### config.mk
export PLATFORM = sky130hd
export DESIGN_NAME = aes_engine_stream_ctrl
export DESIGN_NICKNAME = d
export VERILOG_FILES = /design/src/rtl/aes_engine_stream_ctrl.sv
export SDC_FILE = /design/constraint.sdc
export NUM_CORES = 1
export LEC_CHECK = 0
export BUFFER_PORTS_ARGS = -buffer_cell sky130_fd_sc_hd__buf_2
export CORE_MARGIN = 5
export CORE_UTILIZATION = 30
export CTS_CLUSTER_DIAMETER = 100
export CTS_CLUSTER_SIZE = 40
export DETAILED_ROUTE_END_ITERATION = 6
export GPL_TIMING_DRIVEN = 0
export HOLD_SLACK_MARGIN = 0.05
export PLACE_DENSITY = 0.62
export REMOVE_ABC_BUFFERS = 1
export SYNTH_ARGS = -nofsm -noshare
export SYNTH_HDL_FRONTEND = slang
export SYNTH_SLANG_ARGS = --single-unit
### constraint.sdc
create_clock -name clk -period 5.2 [get_ports clk]
set_input_delay 1.3 -clock clk [delete_from_list [all_inputs] [get_ports clk]]
set_output_delay 1.3 -clock clk [all_outputs]
set_load 0.02 [all_outputs]
### src/rtl/aes_engine_stream_ctrl.sv
// Engine-side stream controller for the AES HWPE: packs 32-bit plaintext words into
// 128-bit core blocks and serialises ciphertext blocks back out. Optional: AES_ENGINE_BYTESWAP_EN.
module aes_engine_stream_ctrl #(
    parameter int unsigned NB_BLOCKS_W  = 16,
    parameter int unsigned CORE_MIN_LAT = 1
) (
    input  logic                   clk,
    input  logic                   reset_n,
    input  logic                   ctrl_clear_i,
    input  logic                   ctrl_start_i,
    input  logic                   ctrl_enable_i,
    input  logic [NB_BLOCKS_W-1:0] nb_blocks_i,
    input  logic [31:0]            plaintext_data_i,
    input  logic                   plaintext_valid_i,
    output logic                   plaintext_ready_o,
    output logic [31:0]            ciphertext_data_o,
    output logic                   ciphertext_valid_o,
    input  logic                   ciphertext_ready_i,
    output logic                   core_start_o,
    output logic [127:0]           core_block_o,
    input  logic                   core_done_i,
    input  logic [127:0]           core_block_i,
    output logic                   flags_busy_o,
    output logic                   flags_done_o,
    output logic [NB_BLOCKS_W-1:0] flags_blk_cnt_o
);

    typedef enum logic [2:0] {
        S_IDLE,
        S_LOAD,
        S_CIPHER,
        S_DRAIN,
        S_DONE
    } state_t;

    state_t                 r_state, w_state_next;
    logic [NB_BLOCKS_W-1:0] r_nb, r_blk_cnt, w_blk_inc;
    logic [1:0]             r_word_cnt;
    logic [127:0]           r_in_buf, r_out_buf;
    logic                   r_start_pend;
    logic                   w_in_hs, w_out_hs, w_core_start, w_core_done, w_last_word;
    logic [31:0]            w_in_word;

    generate
        if (CORE_MIN_LAT < 1) begin : g_lat_chk
            $error("aes_engine_stream_ctrl requires CORE_MIN_LAT >= 1");
        end
    endgenerate

    function automatic logic [31:0] f_swap(input logic [31:0] w);
`ifdef AES_ENGINE_BYTESWAP_EN
        return {w[7:0], w[15:8], w[23:16], w[31:24]};
`else
        return w;
`endif
    endfunction

    always_comb begin
        plaintext_ready_o  = (r_state == S_LOAD) && ctrl_enable_i && !ctrl_clear_i;
        ciphertext_valid_o = (r_state == S_DRAIN);
        ciphertext_data_o  = (r_state == S_DRAIN) ? f_swap(r_out_buf[127:96]) : '0;
        core_start_o       = (r_state == S_CIPHER) && r_start_pend && ctrl_enable_i && !ctrl_clear_i;
        core_block_o       = r_in_buf;
        flags_busy_o       = (r_state != S_IDLE);
        flags_done_o       = (r_state == S_DONE);
        flags_blk_cnt_o    = r_blk_cnt;
    end

    // Done is only honoured once the start pulse has actually been issued.
    always_comb begin
        w_in_hs      = plaintext_ready_o && plaintext_valid_i;
        w_out_hs     = ciphertext_valid_o && ciphertext_ready_i;
        w_core_start = core_start_o;
        w_core_done  = core_done_i && (r_state == S_CIPHER) && !r_start_pend;
        w_last_word  = (r_word_cnt == 2'd3);
        w_blk_inc    = r_blk_cnt + NB_BLOCKS_W'(1);
        w_in_word    = f_swap(plaintext_data_i);
    end

    always_comb begin
        w_state_next = r_state;
        case (r_state)
            S_IDLE:   if (ctrl_start_i) w_state_next = (nb_blocks_i == '0) ? S_DONE : S_LOAD;
            S_LOAD:   if (w_in_hs && w_last_word) w_state_next = S_CIPHER;
            S_CIPHER: if (w_core_done) w_state_next = S_DRAIN;
            S_DRAIN:  if (w_out_hs && w_last_word) w_state_next = (w_blk_inc == r_nb) ? S_DONE : S_LOAD;
            S_DONE:   w_state_next = S_IDLE;
            default:  w_state_next = S_IDLE;
        endcase
    end

    always_ff @(posedge clk or negedge reset_n) begin
        if (!reset_n) begin
            r_state      <= S_IDLE;
            r_nb         <= '0;
            r_blk_cnt    <= '0;
            r_word_cnt   <= '0;
            r_in_buf     <= '0;
            r_out_buf    <= '0;
            r_start_pend <= 1'b0;
        end else if (ctrl_clear_i) begin
            r_state      <= S_IDLE;
            r_nb         <= '0;
            r_blk_cnt    <= '0;
            r_word_cnt   <= '0;
            r_in_buf     <= '0;
            r_out_buf    <= '0;
            r_start_pend <= 1'b0;
        end else begin
            r_state <= w_state_next;
            if (r_state == S_IDLE && ctrl_start_i) begin
                r_nb       <= nb_blocks_i;
                r_blk_cnt  <= '0;
                r_word_cnt <= '0;
            end
            // Both buffers shift by one word per handshake so word 0 sits in the top lane.
            if (w_in_hs) begin
                r_in_buf   <= {r_in_buf[95:0], w_in_word};
                r_word_cnt <= r_word_cnt + 2'd1;
                if (w_last_word) r_start_pend <= 1'b1;
            end
            if (w_core_start) r_start_pend <= 1'b0;
            if (w_core_done) r_out_buf <= core_block_i;
            if (w_out_hs) begin
                r_out_buf  <= {r_out_buf[95:0], 32'h0};
                r_word_cnt <= r_word_cnt + 2'd1;
                if (w_last_word) r_blk_cnt <= w_blk_inc;
            end
        end
    end

endmodule

# After elaboration in Yosys (flattened, before gate mapping)
# Index checks and enable logic that the tools add are counted.
dict set report classes {
  muxes 28
  add_sub_neg 2
  bitwise_logic 0
  n_reduce_logical 25
  order_cmp 0
  div 0
  n_shift 0
  n_mul 0
  n_eq_ne 10
}
# operator n
set ops {}
lappend ops {{128-bit two-way mux} 5}
lappend ops {{16-bit two-way mux} 6}
lappend ops {{32-bit two-way mux} 1}
lappend ops {{3-bit two-way mux} 7}
lappend ops {{16-bit by 1-bit adder with 16-bit output (second input constant)} 1}
lappend ops {{16-bit equality test} 1}
lappend ops {{16-bit zero test} 1}
lappend ops {{1-bit logical AND} 12}
lappend ops {{3-bit one-hot mux with 4 select lines} 1}
lappend ops {{3-bit nonzero test} 4}
lappend ops {{2-bit two-way mux} 4}
lappend ops {{3-bit by 2-bit equality test with 1-bit output (second input constant)} 2}
lappend ops {{3-bit by 2-bit != test with 1-bit output (second input constant)} 2}
lappend ops {{3-bit != test (second input constant)} 2}
lappend ops {{1-bit two-way mux} 4}
lappend ops {{4-bit AND reduction} 1}
lappend ops {{2-bit nonzero test} 2}
lappend ops {{4-bit nonzero test} 1}
lappend ops {{3-bit by 1-bit equality test with 1-bit output (second input constant)} 1}
lappend ops {{3-bit equality test (second input constant)} 1}
lappend ops {{3-bit zero test} 1}
lappend ops {{2-bit by 1-bit adder with 2-bit output (second input constant)} 1}
lappend ops {{2-bit equality test (second input constant)} 1}
lappend ops {{1-bit zero test} 2}
lappend ops {{2-bit AND reduction} 1}
dict set report word_totals {
  register_bits 294
  mem_bits_ro 0
  ram_bits 0
  mem_count 0
  latch_bits 0
}

# Depth between registers and ports, before layout
# Gate-level depths: netlist of the first run.
dict set report logic_depth {
  word_depth 8
  depth_mapped 8
}

# Least setup slack after synthesis of the first run
# No wires, ideal clock.
dict set report synth_path {
  kind {input port to output port}
  from {input ctrl_clear_i}
  to {output core_start_o}
  path_slack_ns 1.802
  n_path_buf 0
  cell_stages 3
  required_time_ns 3.900
  arrival_time_ns 2.098
  path_cell_list {nor2_1 > nand2_1 > nor3_1}
}
dict set report synth_via {
  elab_chain_cells 2
}
# item line
set synth_lines {}
lappend synth_lines {{from (decl)} 9} ;# input logic ctrl_clear_i,
lappend synth_lines {{1-bit zero test} 62} ;# core_start_o = (r_state == S_CIPHER) && r_start_pend && ctrl_enable_i && !ctrl_clear_i;
lappend synth_lines {{1-bit logical AND} 62}
lappend synth_lines {{to (decl)} 19} ;# output logic core_start_o,
# No other way between the ends.

# Worst setup path in the final report of the first run
dict set report layout_path {
  from {input ctrl_clear_i}
  to {output plaintext_ready_o}
}
dict set report layout_via {
  elab_chain_cells 2
}
# item line
set layout_lines {}
lappend layout_lines {{1-bit zero test} 59} ;# plaintext_ready_o = (r_state == S_LOAD) && ctrl_enable_i && !ctrl_clear_i;
lappend layout_lines {{1-bit logical AND} 59}
lappend layout_lines {{to (decl)} 15} ;# output logic plaintext_ready_o,
# No other way between the ends.

==> results of run 1 <==
[logic make-up (layout without fill, tap and decap cells)]
family / after synthesis / count (layout) / synth area share
simple gates: 577 / 577 / 0.193
flops: 294 / 294 / 0.545
compound gates: 283 / 283 / 0.136
buf+inv: 117 / 405 / 0.0371
mux: 97 / 97 / 0.0719
xor+xnor: 23 / 23 / 0.0149
fa+ha+maj: 2 / 2 / 0.00185
other cells: 0 / 4 / 0
[metrics by stage]
| step | total power [uW] | setup TNS, ns | hold WS (ns) | utilization | instances |
|---|---|---|---|---|---|
| after floorplan | 3010 | -141.08 | 0.474 | - | 1279 |
| after detailed placement | 3320 | 0 | 0.479 | 0.361 | 2248 |
| final | 4740 | 0 | 0.502 | 0.372 | 2277 |
| after CTS | 4840 | 0 | 0.506 | 0.372 | 2273 |
| after global placement | 3340 | -1773.46 | 0.474 | 0.351 | 2235 |
| after global routing | 5020 | 0 | 0.534 | 0.372 | 2275 |
[cells in the final DEF (no fill, tap or decap), drive strengths merged, types with 2 or more instances in the layout]
cell | synthesis | routed
dfrtp | 294 | 294
nor3 | 11 | 11
a21oi | 122 | 122
ha | 2 | 2
nor2 | 128 | 128
mux2i | 97 | 97
clkbuf | 85 | 16
a211oi | 96 | 96
a22o | 32 | 32
a31oi | 4 | 4
xor2 | 8 | 8
o21a | 2 | 2
xnor2 | 15 | 15
diode | 0 | 4
nand3b | 41 | 41
nand3 | 11 | 11
and2 | 35 | 35
and3 | 4 | 4
nor2b | 3 | 3
nor4 | 14 | 14
buf | 29 | 377
nand2 | 309 | 309
nand4 | 11 | 11
or4 | 4 | 4
o21ai | 14 | 14
inv | 3 | 11
[per-layer routing]
layer | vias up | track usage | share of wire
li1 | 5367 | - | -
met1 | 5430 | 0.204 | 0.43
met2 | 307 | 0.243 | 0.47
met3 | 57 | 0.0425 | 0.068
met4 | 18 | 0.0330 | 0.023
met5 | - | 0 | 0.0030
[flip-flops by register name (all words and copies together), names as in the netlist]
| register | cells |
|---|---|
| core_block_o | 128 |
| r_out_buf | 128 |
| r_nb | 16 |
| flags_blk_cnt_o | 16 |
| r_start_pend | 1 |
| r_word_cnt | 2 |
| r_state | 3 |
[final cells by class]
class / count / area, um2 / area share
tap: 592 / 741 / 0.0449
multi-input combinational: 982 / 5690 / 0.344
inverter: 3 / 11.3 / 0.000682
clock inverter: 9 / 136 / 0.00826
clock buffer: 16 / 379 / 0.0230
timing repair buffer: 377 / 2180 / 0.132
sequential: 294 / 7360 / 0.446
antenna: 4 / 10.0 / 0.000606
[path summary, 6_finish.rpt]
kind | depth (start not counted) | startpoint | to
setup / recovery | 6 | ctrl_clear_i | plaintext_ready_o
hold / removal | 2 | core_block_o[91] | core_block_o[123]
setup reg to reg | 4 | r_state[1] | flags_blk_cnt_o[8]
hold reg to reg | 2 | core_block_o[91] | core_block_o[123]
max in group asynchronous | 3 | reset_n | core_block_o[13]
min in group asynchronous | 1 | reset_n | r_out_buf[28]
[Yosys cell counts, types with 13 or more instances]
cell type	n
and2_1	35
nor2_1	128
clkbuf_1	83
a22o_1	32
a211oi_1	96
xnor2_1	15
buf_2	21
o21ai_0	13
a21oi_1	122
nand2_1	309
mux2i_1	97
nand3b_1	41
dfrtp_1	294
[tightest hold or removal path: cells and delay by family, from the launching register on]
family / cells / cell delay [ns]
DFF: 1 / 0.37
and+or+nand+nor: 2 / 0.10
[power by group through the flow]
stage | Combinational (uW) | Sequential, uW | Clock (uW)
floorplan | 460 | 2550 | 0
global placement | 792 | 2550 | 0
detailed placement | 766 | 2560 | 0
CTS | 769 | 2510 | 1560
global route | 843 | 2530 | 1640
finish | 757 | 2510 | 1470
==> reports/qor.csv, run 1 <==
metric,value,unit
status,"complete, no violations",
fmax,222,MHz
die_y,222,um
routedWlPerCell,17.2,um
firstDrtPassIters,5,
ant_nets,0,
post-cts-setup-buffer-count,0,
grt_pass1_wl,62300,um
dpl.hpwl,26500,um
gp_congestion,0.829,
syn_inst,1393,
reg2reg_slack,1.67,ns
start_kind,primary input,
avgSynthCellArea,9.69,um2
cp.required,3.90,ns
arrival,3.21,ns
clock_skew,0.0347,ns
clk_pin_slew,0.11,ns
crit_chain,"buf_8, buf_16, nor2_1, nand2_1, nor3_1, buf_2",
cap_violations,0,
seq_area_frac_synth,0.545,
ys_types,54,
max_stage_delay,0.49,ns
synth_area_leaders,"dfrtp_1 55%, nand2_1 8.6%, mux2i_1 7.2%",
die_w,222,um
combinationalPowerShare,0.159,
swShare,0.301,
power-per-cell-area,287,nW/um2
antenna_found_initial,12,
cts_buffers,15,
hp-class,flip-flop to flip-flop,
fin_area,16500,um2
nets,1859,
critical_path_buf_inv_count,3,
netlist_area,13500,um2
path_max_fanout,154,
p_switching,1430,uW
h-tree-depth,1,
power.share.clock,0.311,
routed_wirelength,39200,um
fillerInstances,4485,
timing.final.hold_violations,0,
setup_viol,0,
grt_pass1_vias,10934,
grt_max_degree,155,
synth_warnings,0,
drive_gt1_frac,0.249,
peakVddDrop,0.000245,V
io_pins,365,
path_class,primary input to output pin,
root_buffer,clkbuf_16,
finalMaxSlewViolations,0,
start_util,0.305,
max-slew-margin-rel,0.369,
post-synth-top-area-cell,dfrtp_1,
vias_per_cell,4.91,
leakagePower,0.00880,uW
power_frac_seq,0.530,
die_area,49300,um2
timing.final.crit_period,4.51,ns
critPathSlowestCell,nor2_1,
critPathCaptureType,output pin,
clockBufferDepth,3,
ys_seq_elements,294,
clkSinkCount,294,
cts_resized,0,
first_iter_violations,808,
vias,11179,
synth_ff_type,dfrtp_1,
area_delta_synth_final,22.3,%
rsz0062_at_grt,false,
coreArea,44300,um2
rows,77,
internal-power,3320,uW
pre_cts_ws,0.760,ns
async_reset_ff_frac,1.00,
cts_tree,built,
post-route-drc-count,0,
placed_area,16000,um2
grt_usage,0.151,
period_share,0.867,
clk_latency,0.54,ns
ctsHoldBuffers,0,
synth-edff-count,0,
crit_family,simple AND/OR/NAND/NOR gates,
synth_top_area_share,0.545,
tightestPinTransition,0.943,ns
layout_setup_ws,0.690,ns
port_buffers,364,
grt-ovfl-total,0,
(Power assumes the default switching activity.)
==> run 2, diff against run 1 <==
--- a/config.mk
+++ b/config.mk
@@ -14,6 +14,7 @@
 export GPL_TIMING_DRIVEN = 0
 export HOLD_SLACK_MARGIN = 0.05
 export PLACE_DENSITY = 0.62
+export RECOVER_POWER = 25
 export REMOVE_ABC_BUFFERS = 1
 export SYNTH_ARGS = -nofsm -noshare
 export SYNTH_HDL_FRONTEND = slang
==> run 2 against run 1 <==
  * The flow now finishes with violations (max-capacitance violations, max-slew violations)
  * First-iteration DRC count did not move
  * Sequential share of layout area barely moved
  * Clock skew barely moved
  * Sequential cell count did not move
  * Final area barely moved
  * Register-to-register slack barely moved
==> reports/qor.csv, run 2 (synthesized netlist as in run 1, its figures left out) <==
metric,value,unit,change
cap_violations,1,,+1
multiInputGateArea,5690,um2,unchanged
regArea,7360,um2,unchanged
cp.required,3.90,ns,about the same
post-route-drc-count,0,,unchanged
clock_skew,0.0348,ns,+0.0000889 ns
status,finished with violations,,
use_met2,0.243,,unchanged
period_share,0.867,,about the same
grt_pass1_vias,10934,,unchanged
peakVddDrop,0.000245,V,about the same
port_buffers,364,,unchanged
timing.final.hold_violations,0,,unchanged
cts_buffers,15,,unchanged
grt_pass1_wl,62300,um,unchanged
vias_per_cell,4.91,,about the same
path_max_fanout,154,,unchanged
gp_congestion,0.829,,unchanged
coreArea,44300,um2,unchanged
tightestPinTransition,3.54,ns,+2.59 ns
reg2regPathDepth,4,,unchanged
die_area,49300,um2,unchanged
die_y,222,um,unchanged
vias,11175,,-0.036%
clkSinkCount,294,,unchanged
dpl.hpwl,26500,um,unchanged
grt_use_met3,0.0425,,unchanged
critical_path_buf_inv_count,3,,unchanged
clk_latency,0.54,ns,about the same
post-cts-setup-buffer-count,0,,unchanged
start_util,0.305,,unchanged
ant_nets,0,,unchanged
die_w,222,um,unchanged
path_depth,6,,unchanged
rows,77,,unchanged
arrival,3.21,ns,about the same
layout_common_cells,"362 x buf_2, 308 x nand2_1, 294 x dfrtp_1",,
start_kind,primary input,,
path_class,primary input to output pin,,
busiest_layer,met2,,
hold_path_depth,2,,unchanged
firstDrtPassIters,5,,unchanged
clk_pin_slew,0.11,ns,about the same
io_pins,365,,unchanged
grt_usage,0.151,,unchanged
antenna_found_initial,12,,unchanged
max-slew-margin-rel,-1.36,,-1.73
root_buffer,clkbuf_16,,
area_delta_synth_final,22.3,%,about the same
critPathCaptureType,output pin,,
fin_tns_setup,0,ns,unchanged
cts_tree,built,,
dp.cells,2248,,unchanged
grt_max_degree,155,,unchanged
hp-class,flip-flop to flip-flop,,
final_common_cell,buf_2,,
finalMaxSlewViolations,71,,+71
routed_wirelength,39200,um,about the same
setup_viol,0,,unchanged
max_stage_delay,0.49,ns,about the same
violations,"max-capacitance violations, max-slew violations",,
drive_gt1_frac,0.248,,-0.000595
leakagePower,0.00881,uW,about the same
routedWlPerCell,17.2,um,about the same
crit_chain,"buf_8, buf_16, nor2_1, nand2_1, nor3_1, buf_2",,
critPathSlowestCell,nor2_1,,
cts_resized,0,,unchanged
nets,1859,,unchanged
use_met1,0.204,,unchanged
clockBufferDepth,3,,unchanged
first_iter_violations,808,,unchanged
power-per-cell-area,288,nW/um2,about the same
fin_cells,2277,,unchanged
ctsHoldBuffers,0,,unchanged
fillerInstances,4486,,+0.022%
h-tree-depth,1,,unchanged
grt-ovfl-total,0,,unchanged
timing.final.crit_period,4.51,ns,-0.000989 ns
crit_family,simple AND/OR/NAND/NOR gates,,
rsz0062_at_grt,false,,
fmax,222,MHz,about the same
==> run 2: cell count changes in the layout (fill, tap and decap cells not counted) <==
cell            before  now
buf_8                2    1
dlymetal6s4s_1       0    1
==> run 2: layer usage <==
| metal | routed length (um) | share of wire |
|---|---|---|
| met2 | 18600 | 0.47 |
| met3 | 2650 | 0.068 |
| met1 | 17000 | 0.43 |
| met5 | 118 | 0.0030 |
| met4 | 891 | 0.023 |
==> run 2: final timing paths <==
path,startpoint,endpoint,slack [ns]
max in group asynchronous,reset_n,r_out_buf[1],1.11
min reg2reg,core_block_o[91],core_block_o[123],0.50
min in group asynchronous,reset_n,r_out_buf[28],2.10
min,core_block_o[91],core_block_o[123],0.50
max,ctrl_clear_i,plaintext_ready_o,0.69
max reg2reg,r_state[1],flags_blk_cnt_o[8],1.66
==> run 2: where the power goes <==
group	total, uW	switching [uW]	internal (uW)
logic	757	455	302
clock network	1470	876	599
registers	2510	98.5	2410
total	4750	1430	3320
==> run 2: final cells by class <==
class / count / area share
flip-flops and latches: 294 / 0.446
multi-input cells: 982 / 0.345
repair buffers: 377 / 0.132
well taps: 592 / 0.0449
clock buffers: 16 / 0.0230
clock inverters: 9 / 0.00826
inverters: 3 / 0.000682
diodes: 4 / 0.000607
==> run 2: worst reg2reg max path, cell delays in order (launching register included) <==
cell	delay, ns
dfrtp_1	0.61
and3b_2	0.89
nand3_1	0.88
or4_2	0.91
a21oi_1	0.16
==> run 2: through the flow <==
| stage | area, um2 | power (uW) | util | hold WS (ns) | setup slack [ns] |
|---|---|---|---|---|---|
| floorplan | 13000 | 3010 | - | 0.474 | -2.26 |
| global placement | 15600 | 3340 | 0.351 | 0.474 | -5.90 |
| detailed placement | 16000 | 3320 | 0.361 | 0.479 | 0.760 |
| CTS | 16500 | 4840 | 0.372 | 0.506 | 0.773 |
| global route | 16500 | 5020 | 0.372 | 0.534 | 0.406 |
| finish | 16500 | 4750 | 0.372 | 0.502 | 0.691 |
